`src/rtl/pwm_capture.sv`:
```
// PWM input capture: reports the period and high time of an external PWM signal in clock cycles,
// with a sticky stuck-input flag when no expected edge arrives within TIMEOUT cycles.
module pwm_capture #(
    parameter int WIDTH       = 28,
    parameter int SYNC_STAGES = 2,
    parameter int TIMEOUT     = 50000000
) (
    input  logic             CLK,
    input  logic             RST_N,
    input  logic             ENABLE,
    input  logic             PWM_IN,
    output logic [WIDTH-1:0] PERIOD,
    output logic [WIDTH-1:0] DECODE,
    output logic             VALID,
    output logic             STUCK,
    output logic             LEVEL
);

    typedef enum logic [1:0] {
        IDLE,
        HIGH,
        LOW
    } state_t;

    localparam logic [WIDTH-1:0] CNT_MAX   = '1;
    localparam logic [WIDTH-1:0] TIMEOUT_W = WIDTH'(TIMEOUT);

    logic [SYNC_STAGES-1:0] r_sync;
    logic                   r_s_d;
    logic [WIDTH-1:0]       r_cnt;
    logic [WIDTH-1:0]       r_hi;
    logic [WIDTH-1:0]       r_period;
    logic [WIDTH-1:0]       r_decode;
    logic                   r_valid;
    logic                   r_stuck;
    state_t                 r_state;

    state_t w_next;
    logic   w_s;
    logic   w_rise;
    logic   w_fall;
    logic   w_at_timeout;
    logic   w_capture;
    logic   w_latch_hi;
    logic   w_timeout;

    assign w_s          = r_sync[SYNC_STAGES-1];
    assign w_rise       = w_s & ~r_s_d;
    assign w_fall       = ~w_s & r_s_d;
    assign w_at_timeout = (r_cnt == TIMEOUT_W);

    // NOTE: every flop here is updated with <= so all of them sample pre-edge values.
    always_ff @(posedge CLK) begin
        if (!RST_N) begin
            r_sync <= '0;
            r_s_d  <= 1'b0;
        end else begin
            r_sync <= {r_sync[SYNC_STAGES-2:0], PWM_IN};
            r_s_d  <= w_s;
        end
    end

    // NOTE: defaults are assigned first so no path leaves a signal unassigned (no latches).
    always_comb begin
        w_next     = r_state;
        w_capture  = 1'b0;
        w_latch_hi = 1'b0;
        w_timeout  = 1'b0;
        if (!ENABLE) begin
            w_next = IDLE;
        end else begin
            unique case (r_state)
                IDLE: begin
                    if (w_rise) begin
                        w_next = HIGH;
                    end else if (w_at_timeout) begin
                        w_timeout = 1'b1;
                    end
                end
                HIGH: begin
                    if (w_fall) begin
                        w_latch_hi = 1'b1;
                        w_next     = LOW;
                    end else if (!w_rise && w_at_timeout) begin
                        w_timeout = 1'b1;
                        w_next    = IDLE;
                    end
                end
                LOW: begin
                    if (w_rise) begin
                        w_capture = 1'b1;
                        w_next    = HIGH;
                    end else if (!w_fall && w_at_timeout) begin
                        w_timeout = 1'b1;
                        w_next    = IDLE;
                    end
                end
                default: w_next = IDLE;
            endcase
        end
    end

    // The closing rise of one period is also the opening rise of the next, so cnt restarts at 1.
    always_ff @(posedge CLK) begin
        if (!RST_N) begin
            r_state  <= IDLE;
            r_cnt    <= '0;
            r_hi     <= '0;
            r_period <= '0;
            r_decode <= '0;
            r_valid  <= 1'b0;
            r_stuck  <= 1'b0;
        end else begin
            r_state <= w_next;
            r_valid <= w_capture;
            if (!ENABLE) begin
                r_cnt <= '0;
            end else if (w_rise) begin
                r_cnt <= WIDTH'(1);
            end else if (r_cnt != CNT_MAX) begin
                r_cnt <= r_cnt + WIDTH'(1);
            end
            if (w_latch_hi) begin
                r_hi <= r_cnt;
            end
            if (w_capture) begin
                r_period <= r_cnt;
                r_decode <= r_hi;
                r_stuck  <= 1'b0;
            end else if (w_timeout) begin
                r_period <= '0;
                r_decode <= '0;
                r_stuck  <= 1'b1;
            end
        end
    end

    assign PERIOD = r_period;
    assign DECODE = r_decode;
    assign VALID  = r_valid;
    assign STUCK  = r_stuck;
    assign LEVEL  = w_s;

endmodule

```
`config.mk`:
```
export PLATFORM = sky130hd
export DESIGN_NAME = pwm_capture
export DESIGN_NICKNAME = d
export VERILOG_FILES = /design/src/rtl/pwm_capture.sv
export SDC_FILE = /design/constraint.sdc
export NUM_CORES = 1
export LEC_CHECK = 0
export ABC_AREA = 1
export CELL_PAD_IN_SITES_DETAIL_PLACEMENT = 1
export CELL_PAD_IN_SITES_GLOBAL_PLACEMENT = 1
export CORE_MARGIN = 1.5
export CORE_UTILIZATION = 43
export DETAILED_ROUTE_END_ITERATION = 7
export GPL_TIMING_DRIVEN = 0
export PLACE_DENSITY = 0.81
export SLEW_MARGIN = 40
export SYNTH_ARGS = -nofsm -noshare
export SYNTH_HDL_FRONTEND = slang
export SYNTH_SLANG_ARGS = --single-unit
```
`constraint.sdc`:
```
create_clock -name CLK -period 5.72 [get_ports CLK]
set_clock_uncertainty 0.15 [all_clocks]
set_input_delay 1.144 -clock CLK [delete_from_list [all_inputs] [get_ports CLK]]
set_output_delay 1.144 -clock CLK [all_outputs]
set_load 0.02 [all_outputs]
```
==> results of run 1 <==
## cells by family (layout without fill, tap and decap cells)
group,after synthesis,in the layout,share of synthesized area
AOI/OAI and AO/OA,51,51,0.0498
xor gates and xnor gates,4,4,0.00658
adders and majority gates,2,2,0.00470
buffers and inverters,102,195,0.0883
DFF,119,119,0.447
and+or+nand+nor,460,460,0.403
## metal layers
layer / vias to the layer above / share of wire / GRT usage
li1: 2515 / - / -
met1: 2498 / 0.43 / 0.339
met2: 105 / 0.51 / 0.507
met3: 27 / 0.044 / 0.0614
met4: 0 / 0.020 / 0.117
met5: - / 0 / 0
## Yosys cell counts
master	number	area [um2]
a21oi_1	35	175
a31oi_1	8	50.1
buf_2	13	65.1
buf_4	7	52.6
buf_6	6	67.6
clkbuf_1	11	41.3
clkinv_1	1	3.75
dfxtp_1	119	2380
ha_1	2	25.0
inv_1	58	218
inv_2	6	22.5
nand2_1	258	968
nand2_2	2	12.5
nand3_1	85	425
nand3_2	30	300
nand3b_1	4	30.0
nand4_1	8	50.1
nand4_2	1	12.5
nor2_1	55	206
nor2_2	2	12.5
nor2_4	5	56.3
nor3_1	6	30.0
nor3_2	2	20.0
nor3_4	1	16.3
o21ai_0	8	40.0
or2_1	1	6.26
xnor2_1	2	17.5
xor2_1	2	17.5
## final timing paths
kind,startpoint,to,depth (start not counted)
max,RST_N,r_cnt[9],6
min,r_sync[0],r_sync[1],2
max reg2reg,r_cnt[1],r_cnt[16],10
min reg2reg,r_sync[0],r_sync[1],2
## critical path: cells and delay by family
kind | cells | cell delay [ns]
compound gates | 1 | 0.24
simple gates | 2 | 0.67
buf+inv | 3 | 1.14
## stage by stage
| step | hold slack, ns | worst slack (ns) | total power (uW) | cells |
|---|---|---|---|---|
| after floorplan | 0.240 | 3.58 | 875 | 738 |
| after global placement | 0.242 | 2.37 | 889 | 968 |
| after detailed placement | 0.272 | 2.34 | 891 | 968 |
| after CTS | 0.299 | 2.73 | 1970 | 999 |
| after global routing | 0.302 | 2.62 | 2000 | 999 |
| final | 0.291 | 2.72 | 1960 | 999 |
## registers in the layout, summed over array words and instances (netlist names)
signal and count:
r_cnt 28, r_s_d 1, r_sync 2, STUCK 1
VALID 1, r_state 2, DECODE 28, PERIOD 28
r_hi 28
## power breakdown
group / switching (uW) / leakage (uW) / total, uW / internal, uW
logic: 31.0 / 0.00150 / 40.5 / 9.54
clock network: 394 / 0.000293 / 1090 / 692
registers: 1.91 / 0.000959 / 833 / 831
total: 426 / 0.00275 / 1960 / 1530
## cell type report
cell class | instances | area [um2]
Multi-Input combinational cell | 517 | 2470
Inverter | 65 | 244
Sequential cell | 119 | 2380
Tap cell | 168 | 210
Fill cell | 1522 | 5310
Buffer | 37 | 226
Timing Repair Buffer | 62 | 621
Clock inverter | 12 | 153
Clock buffer | 19 | 443
==> summary.md, run 1 <==
| Metric | Value |
|---|---|
| Fmax | `0.334 GHz` |
| Tightest Pin Transition | `0.576 ns` |
| TritonCTS clock tree | `built` |
| Fraction of layout cells with a size suffix above 1 | `0.126` |
| H-tree depth | `4` |
| Largest net degree at the start of global routing | `17` |
| Number of global-route vias before repair | `5291` |
| Routed WL per cell | `17.9 um` |
| Nets | `825` |
| Leak | `0.00275 uW` |
| RSZ-0062 raised after global routing | `no` |
| First-pass GRT wire length | `27.8 mm` |
| Crit path max-delay cell type | `clkdlybuf4s50_1` |
| Setup_tns | `0 ns` |
| Sequential share of the synthesized area | `0.447` |
| Max cap viols | `0` |
| Outcome | `finished, final reports clean` |
| Deepest clock path buffer count | `2` |
| Grt ovf | `0` |
| CP Class | `in2reg` |
| Post-Synthesis Cells | `738` |
| Clk pin slew, worst setup/hold paths | `0.05 ns` |
| Die H | `114 um` |
| 1st-iter DRT viols | `223` |
| Syn nets | `744` |
| Worst min path class | `reg2reg` |
| Mapped Area | `5330 um2` |
| Port bufs | `62` |
| Placed Area | `6160 um2` |
| Avg Inst Size Synth | `7.22 um2` |
| Core Region | `12100 um2` |
| Library cells used by synthesis | `28` |
| Residual DRC | `0` |
| P&R area growth vs syn | `26.8%` |
| Synth Register Bits | `119` |
| Final WL | `17.9 mm` |
| Setup Fix Bufs, Post-CTS | `0` |
| Via density | `5.15` |
| Total number of vias | `5145` |
| Final worst path period share | `0.524` |
| Die X-Extent | `114 um` |
| Max_slew headroom | `0.616` |
| Worst Setup Start Kind | `input pin` |
| Final min period | `3.00 ns` |
| Num ports | `63` |
| Starting Density | `0.441` |
| Most frequent cells in the layout | `nand2_1 (258), dfxtp_1 (119), nand3_1 (85)` |
| Total track usage | `0.287` |
| Root Driver | `clkbuf_16` |
| Hold buffers post-CTS | `0` |
| Util after Layout | `0.560` |
| N_diodes | `0` |
| Pre-Repair DR Iteration Count | `5` |
| Final antenna-violating net count | `0` |
| Post-CTS sizing | `0` |
| Final Instance Area | `6750 um2` |
| CTS buffer count | `17` |
| Most common cell after layout, fill and taps aside | `nand2_1` |
| # rows | `40` |
| Critical-path cell list | `clkdlybuf4s50_1, nand2_1, nor2_1, inv_1, clkbuf_1, a31oi_1` |
| # setup viols final | `0` |
| Yosys synthesis warning count | `0` |
| Critical Path RT | `5.92 ns` |
| Critical Path AT | `3.19 ns` |
| Final Hold Fails | `0` |
| Peak VDD IR | `0.179 mV` |
| Placer Congestion | `0.960` |
| Clk sinks | `119` |
| Worst skew pair latency | `0.43 ns` |
| Register-to-register setup slack | `3.27 ns` |
| Die area | `13100 um2` |
| Initial antenna violation count | `0` |
| PD cells | `290 nW/um2` |
| Worst setup EP type | `flip-flop` |
| Max incr delay on CP | `0.63 ns` |
| HPWL Detailed | `12.9 mm` |
| Final Slew Violations | `0` |
| Worst Path Max Fanout | `10` |
Power figures use the tool's default switching activity.
==> run 2, diff against run 1 <==
- CORE_UTILIZATION: 43 -> 40
- PLACE_DENSITY: 0.81 -> 0.76
- clock period: 5.72 -> 3.1 ns (I/O delays scaled with it)
==> run 2 against run 1 <==
Compared with the run above:
- critical path type is now reg2reg
- critical endpoint is now r_cnt[6]
- largest cell class unchanged
- final cell count is 0.50% higher
- final area is 0.24% lower
- clock-buffer cell count is 1 higher
- flip-flop and latch count stayed put
- routed wire length is 1.6% lower
- register-to-register slack worse by 2.6 ns
==> summary.md, run 2 (same netlist as run 1, synthesis figures left out) <==
| Metric | Value |
|---|---|
| Worst skew pair latency | `0.42 ns (about the same)` |
| WP depth | `8 (+2)` |
| Worst Setup Start Kind | `flip-flop` |
| Net Sw Frac | `0.224 (+0.00625)` |
| Most frequent cells in the layout | `nand2_1 (258), dfxtp_1 (119), nand3_1 (85)` |
| P&R area growth vs syn | `26.5%` |
| Deepest clock path buffer count | `2 (unchanged)` |
| Initial antenna violation count | `0 (unchanged)` |
| Routed WL per cell | `17.5 um (-2.0%)` |
| Internal power | `2750 uW (+79%)` |
| Setup Fix Bufs, Post-CTS | `0 (unchanged)` |
| Peak VDD IR | `0.335 mV (+87%)` |
| Psw | `793 uW (+86%)` |
| Worst min path class | `reg2reg` |
| CP Buf/Inv Count | `2 (-1)` |
| Max incr delay on CP | `0.55 ns (-0.08 ns)` |
| H-tree depth | `4 (unchanged)` |
| Worst setup EP type | `flip-flop` |
| Total track usage | `0.260 (-0.0275)` |
| Most common cell after layout, fill and taps aside | `nand2_1` |
| Clk pwr share | `0.546 (-0.008)` |
| Port bufs | `62 (unchanged)` |
| FF-to-FF End | `r_cnt[6]` |
| Clk sinks | `119 (unchanged)` |
| TritonCTS clock tree | `built` |
| Fillers | `1652 (+8.5%)` |
| CTS buffer count | `17 (unchanged)` |
| Largest net degree at the start of global routing | `17 (unchanged)` |
| Fraction of layout cells with a size suffix above 1 | `0.126 (-0.000152)` |
| Multi-input logic area | `2470 um2 (unchanged)` |
| Num ports | `63 (unchanged)` |
| Clk pin slew, worst setup/hold paths | `0.05 ns (about the same)` |
| Max_slew headroom | `0.610 (-0.00642)` |
| CP Class | `reg2reg` |
| Via density | `5.12 (-0.56%)` |
| Critical-path cell list | `ha_1, inv_1, nor2_4, nand2_1, nor2_4, nand2_2, buf_2, a31oi_1` |
| Util after Layout | `0.525 (-0.0346)` |
| Worst Reg-to-Reg Cells | `8 (-2)` |
| Leak | `0.00273 uW (-0.75%)` |
| Final WL | `17.6 mm (-1.6%)` |
| Final Hold Fails | `0 (unchanged)` |
| Max cap viols | `0 (unchanged)` |
| 1st-iter DRT viols | `328 (+47%)` |
| Register-to-register setup slack | `0.67 ns (-2.60 ns)` |
| Nets | `825 (unchanged)` |
| Final Instance Area | `6740 um2 (-0.24%)` |
| Final Hold Slack | `0.265 ns (-0.0254 ns)` |
| # setup viols final | `0 (unchanged)` |
| Placer Congestion | `0.901 (-6.2%)` |
| Placed Area | `6160 um2 (about the same)` |
| Tightest Pin Transition | `0.584 ns (+0.00748 ns)` |
| Register share of total power | `0.434 (+0.009)` |
| Post-CTS sizing | `0 (unchanged)` |
| Worst hold stages | `2 (unchanged)` |
| Number of global-route vias before repair | `5260 (-0.59%)` |
| Residual DRC | `0 (unchanged)` |
| Crit path max-delay cell type | `dfxtp_1` |
| PD cells | `526 nW/um2 (+81%)` |
| Grt ovf | `0 (unchanged)` |
| Root Driver | `clkbuf_16` |
| CP dominant cell by count | `nor2_4` |
| Critical Path RT | `3.28 ns (-2.64 ns)` |
| Die area | `14000 um2 (+7.3%)` |
| RSZ-0062 raised after global routing | `no` |
| Hold Startpoint | `r_sync[0]` |
| Setup_tns | `0 ns (unchanged)` |
| Fmax | `0.412 GHz` |
| First-pass GRT wire length | `28.2 mm (+1.4%)` |
| Final min period | `2.43 ns` |
| Post-route setup slack | `0.674 ns (-2.05 ns)` |
| HPWL Detailed | `12.9 mm (about the same)` |
| Outcome | `finished, final reports clean` |
| N_diodes | `0 (unchanged)` |
| Pre-Repair DR Iteration Count | `4 (-1)` |
| Starting Density | `0.415 (-0.0263)` |
| Hold buffers post-CTS | `0 (unchanged)` |
| R2r startpoint | `r_cnt[1]` |
| Final Slew Violations | `0 (unchanged)` |
| Worst Path Max Fanout | `10 (unchanged)` |
| Critical Path AT | `2.61 ns (-0.58 ns)` |
| # rows | `41 (+2.5%)` |
| Comb pwr share | `0.020 (about the same)` |
| Final worst path period share | `0.782` |
| DP Worst Slack | `0.288 ns (-2.05 ns)` |
| Critical path endpoint | `r_cnt[6]` |
| Die X-Extent | `118 um (+3.6%)` |
| Die H | `118 um (+3.6%)` |
| Final antenna-violating net count | `0 (unchanged)` |
| CP top delay family | `simple AND/OR/NAND/NOR gates` |
| CP Launch Point | `r_cnt[1]` |
| Core Region | `12800 um2 (+6.3%)` |
| Total number of vias | `5142 (-0.058%)` |
| Register area | `2380 um2 (unchanged)` |
run 2: layout make-up:
class | count | share of cell area
sequential | 119 | 0.354
timing repair buffer | 62 | 0.0921
clock buffer | 20 | 0.0663
buffer | 37 | 0.0336
inverter | 65 | 0.0362
clock inverter | 12 | 0.0189
multi-input combinational | 517 | 0.367
tap | 172 | 0.0320
run 2: how the worst min path moves through the flow:
| stage | end | slack [ns] |
|---|---|---|
| finish | r_sync[1] | 0.27 |
| global route | r_sync[1] | 0.28 |
| CTS | r_sync[1] | 0.27 |
| global placement | r_sync[1] | 0.24 |
| floorplan | r_sync[1] | 0.24 |
| detailed placement | r_sync[1] | 0.26 |
run 2: worst reg2reg max path, delay by kind of cell, from the launching register on:
family          cells  cell delay (ns)
simple gates        4             0.68
flops               1             0.55
fa+ha+maj           1             0.43
compound gates      1             0.17
buf+inv             2             0.36
run 2: power groups by stage:
stage	sequential [uW]	combinational (uW)	clock, uW
floorplan	1570	46.5	0
global placement	1570	70.3	0
detailed placement	1570	72.3	0
CTS	1540	73.1	1950
global route	1540	79.5	2010
finish	1540	72.3	1930
run 2: layer usage:
metal  vias up  GRT usage  routed length, um
li1       2528          -                  -
met1      2481      0.326               7860
met2       106      0.450               8640
met3        27     0.0434                761
met4         0     0.0889                345
met5         -          0                  0
run 2: stage by stage:
stage          cells  power (uW)
2_1_floorplan    738        1620
3_3_place_gp     972        1640
3_5_place_dp     972        1640
4_1_cts         1004        3560
5_1_grt         1004        3630
6_report        1004        3540
==> run 3, diff against run 2 <==
- CORE_UTILIZATION: 40 -> 36
- PLACE_DENSITY: 0.76 -> 0.72
- clock period: 3.1 -> 2.2 ns (I/O delays scaled with it)
==> run 3 against run 2 <==
Compared with the run above:
- register-to-register slack worse by 0.57 ns
- clock-buffer cell count rose by 2
- first-iteration DRC count fell by 9.8%
- via count down 1.8%
- setup slack worse by 0.57 ns
- core utilization down 5.0 points
- maximum frequency is 16% higher
- routed wire length shrank 4.7%
- final area grew 2.1%
- total power grew 44%
- sequential power rose by 41%
- clock power up 47%
==> summary.md, run 3 (same netlist as run 1, synthesis figures left out) <==
| Metric | Value |
|---|---|
| # setup viols final | `0 (unchanged)` |
| Root Driver | `clkbuf_16` |
| Final worst path period share | `0.951 (+0.168)` |
| Max incr delay on CP | `0.35 ns (-0.20 ns)` |
| R2r startpoint | `r_cnt[0]` |
| WL met1 | `7.74 mm (-1.6%)` |
| RSZ-0062 raised after global routing | `no` |
| Final Slew Violations | `0 (unchanged)` |
| Highest metal used | `met4` |
| Grt ovf | `0 (unchanged)` |
| P&R area growth vs syn | `29.1%` |
| TritonCTS clock tree | `built` |
| HPWL Detailed | `12.5 mm (-3.5%)` |
| Register share of total power | `0.423 (-0.011)` |
| Clk sinks | `119 (unchanged)` |
| Clk pwr share | `0.555 (+0.009)` |
| Deepest clock path buffer count | `2 (unchanged)` |
| Die H | `125 um (+5.3%)` |
| Worst min path class | `reg2reg` |
| Final non-filler cell total | `1017 (+1.3%)` |
| Final antenna-violating net count | `0 (unchanged)` |
| Number of global-route vias before repair | `5157 (-2.0%)` |
| Port bufs | `62 (unchanged)` |
| N_diodes | `0 (unchanged)` |
| Worst setup EP type | `flip-flop` |
| Max cap viols | `0 (unchanged)` |
| Core Region | `14500 um2 (+13%)` |
| Nets | `827 (+0.24%)` |
| Num ports | `63 (unchanged)` |
| Via density | `4.97 (-3.0%)` |
| Hold buffers post-CTS | `0 (unchanged)` |
| Fraction of layout cells with a size suffix above 1 | `0.144 (+0.0179)` |
| Outcome | `finished, final reports clean` |
| Comb pwr share | `0.021 (about the same)` |
| Pre-Repair DR Iteration Count | `5 (+1)` |
| Largest net degree at the start of global routing | `17 (unchanged)` |
| H-tree depth | `4 (unchanged)` |
| Dpl cells | `984 (+1.2%)` |
| # rows | `44 (+7.3%)` |
| Max_slew headroom | `0.612 (+0.00223)` |
| PD cells | `744 nW/um2 (+41%)` |
| Peak VDD IR | `0.526 mV (+57%)` |
| Final WL | `16.8 mm (-4.7%)` |
| Starting Density | `0.368 (-0.0474)` |
| Total track usage | `0.222 (-0.0380)` |
| Critical Path AT | `2.25 ns (-0.36 ns)` |
| Tightest Pin Transition | `0.582 ns (-0.00118 ns)` |
| Worst Path Max Fanout | `10 (unchanged)` |
| FF-to-FF End | `PERIOD[5]` |
| Psw | `1070 uW (+35%)` |
| Routed WL per cell | `16.5 um (-5.9%)` |
| Critical Path RT | `2.36 ns (-0.92 ns)` |
| Placer Congestion | `0.963 (+6.9%)` |
| Fmax | `0.478 GHz (+16%)` |
| Crit path max-delay cell type | `dfxtp_1` |
| Worst Setup Start Kind | `flip-flop` |
| Worst skew pair latency | `0.42 ns (about the same)` |
| Critical-path cell list | `buf_6, inv_2, ha_2, inv_1, nor2_2, nand2_1, nor2_4, nand4_4, buf_12, buf_6, nand3_2, nand2_1` |
| Final Hold Slack | `0.279 ns (+0.0138 ns)` |
| Die X-Extent | `125 um (+5.3%)` |
| Clk pin slew, worst setup/hold paths | `0.05 ns (about the same)` |
| Fillers | `1812 (+9.7%)` |
| Met2 wire length | `8.04 mm (-7.0%)` |
| Critical path endpoint | `PERIOD[5]` |
| Internal power | `4040 uW (+47%)` |
| Register-to-register setup slack | `0.11 ns (-0.57 ns)` |
| CTS buffer count | `17 (unchanged)` |
| Most frequent cells in the layout | `nand2_1 (258), dfxtp_1 (113), nand3_1 (85)` |
| Leak | `0.00279 uW (+2.0%)` |
| Worst Reg-to-Reg Cells | `12 (+4)` |
| Initial antenna violation count | `0 (unchanged)` |
| Routed wl met3 | `593 um (-22%)` |
| 1st-iter DRT viols | `296 (-9.8%)` |
| Final Hold Fails | `0 (unchanged)` |
| Net Sw Frac | `0.210 (-0.0139)` |
| Most common cell after layout, fill and taps aside | `nand2_1` |
| Die area | `15500 um2 (+11%)` |
| CP Class | `reg2reg` |
| Residual DRC | `0 (unchanged)` |
| First-pass GRT wire length | `26.9 mm (-4.4%)` |
| Total number of vias | `5052 (-1.8%)` |
| CP Launch Point | `r_cnt[0]` |
| Final min period | `2.09 ns (-0.334 ns)` |
==> run 3: power groups by stage <==
stage,Combinational (uW),Sequential [uW],Clock (uW)
4_1_cts,105,2170,2880
5_1_grt,119,2170,2980
3_3_place_gp,100,2210,0
2_1_floorplan,65.6,2210,0
6_report,109,2170,2840
3_5_place_dp,103,2210,0
==> run 3: cell type report <==
cell class | count | area (um2) | share of cell area
clock inverters | 9 | 124 | 0.0180
inverters | 65 | 244 | 0.0355
well taps | 184 | 230 | 0.0335
clock buffers | 22 | 474 | 0.0690
repair buffers | 64 | 648 | 0.0943
plain buffers | 37 | 246 | 0.0359
multi-input cells | 517 | 2520 | 0.366
flip-flops and latches | 119 | 2390 | 0.348
==> run 3: critical path, delay by kind of cell (launching register included) <==
family / cells / cell delay (ns)
DFF: 1 / 0.35
buffers and inverters: 5 / 0.65
adders and majority gates: 1 / 0.18
and+or+nand+nor: 6 / 0.65
==> run 3: routing by layer <==
layer / vias to the layer above / global-route usage
li1: 2528 / -
met1: 2394 / 0.282
met2: 99 / 0.368
met3: 31 / 0.0425
met4: 0 / 0.0906
met5: - / 0
==> run 3: metrics by stage <==
step | setup TNS, ns | total power, uW | instance area [um2] | utilization | setup WS, ns
finish | 0 | 5120 | 6880 | 0.475 | 0.108
floorplan | 0 | 2280 | 5330 | - | 0.404
global route | 0 | 5260 | 6880 | 0.475 | 0.00207
global placement | -8.99 | 2310 | 6180 | 0.427 | -0.479
CTS | -0.0134 | 5150 | 6780 | 0.468 | -0.0134
detailed placement | -10.81 | 2320 | 6180 | 0.427 | -0.524
==> run 3: worst min path at each step <==
stage	from	endpoint	cells past startpoint
after global placement	r_sync[0]	r_sync[1]	2
after CTS	r_sync[0]	r_sync[1]	2
final	r_sync[0]	r_sync[1]	2
after floorplan	r_sync[0]	r_sync[1]	2
after global routing	r_sync[0]	r_sync[1]	2
after detailed placement	r_sync[0]	r_sync[1]	2
==> run 3: repair_timing <==
action                     4_1_cts  5_1_grt
setup endpoints to repair       27       70
setup buffers                    0        2
resized for setup                3       22
pin swaps                        0        1
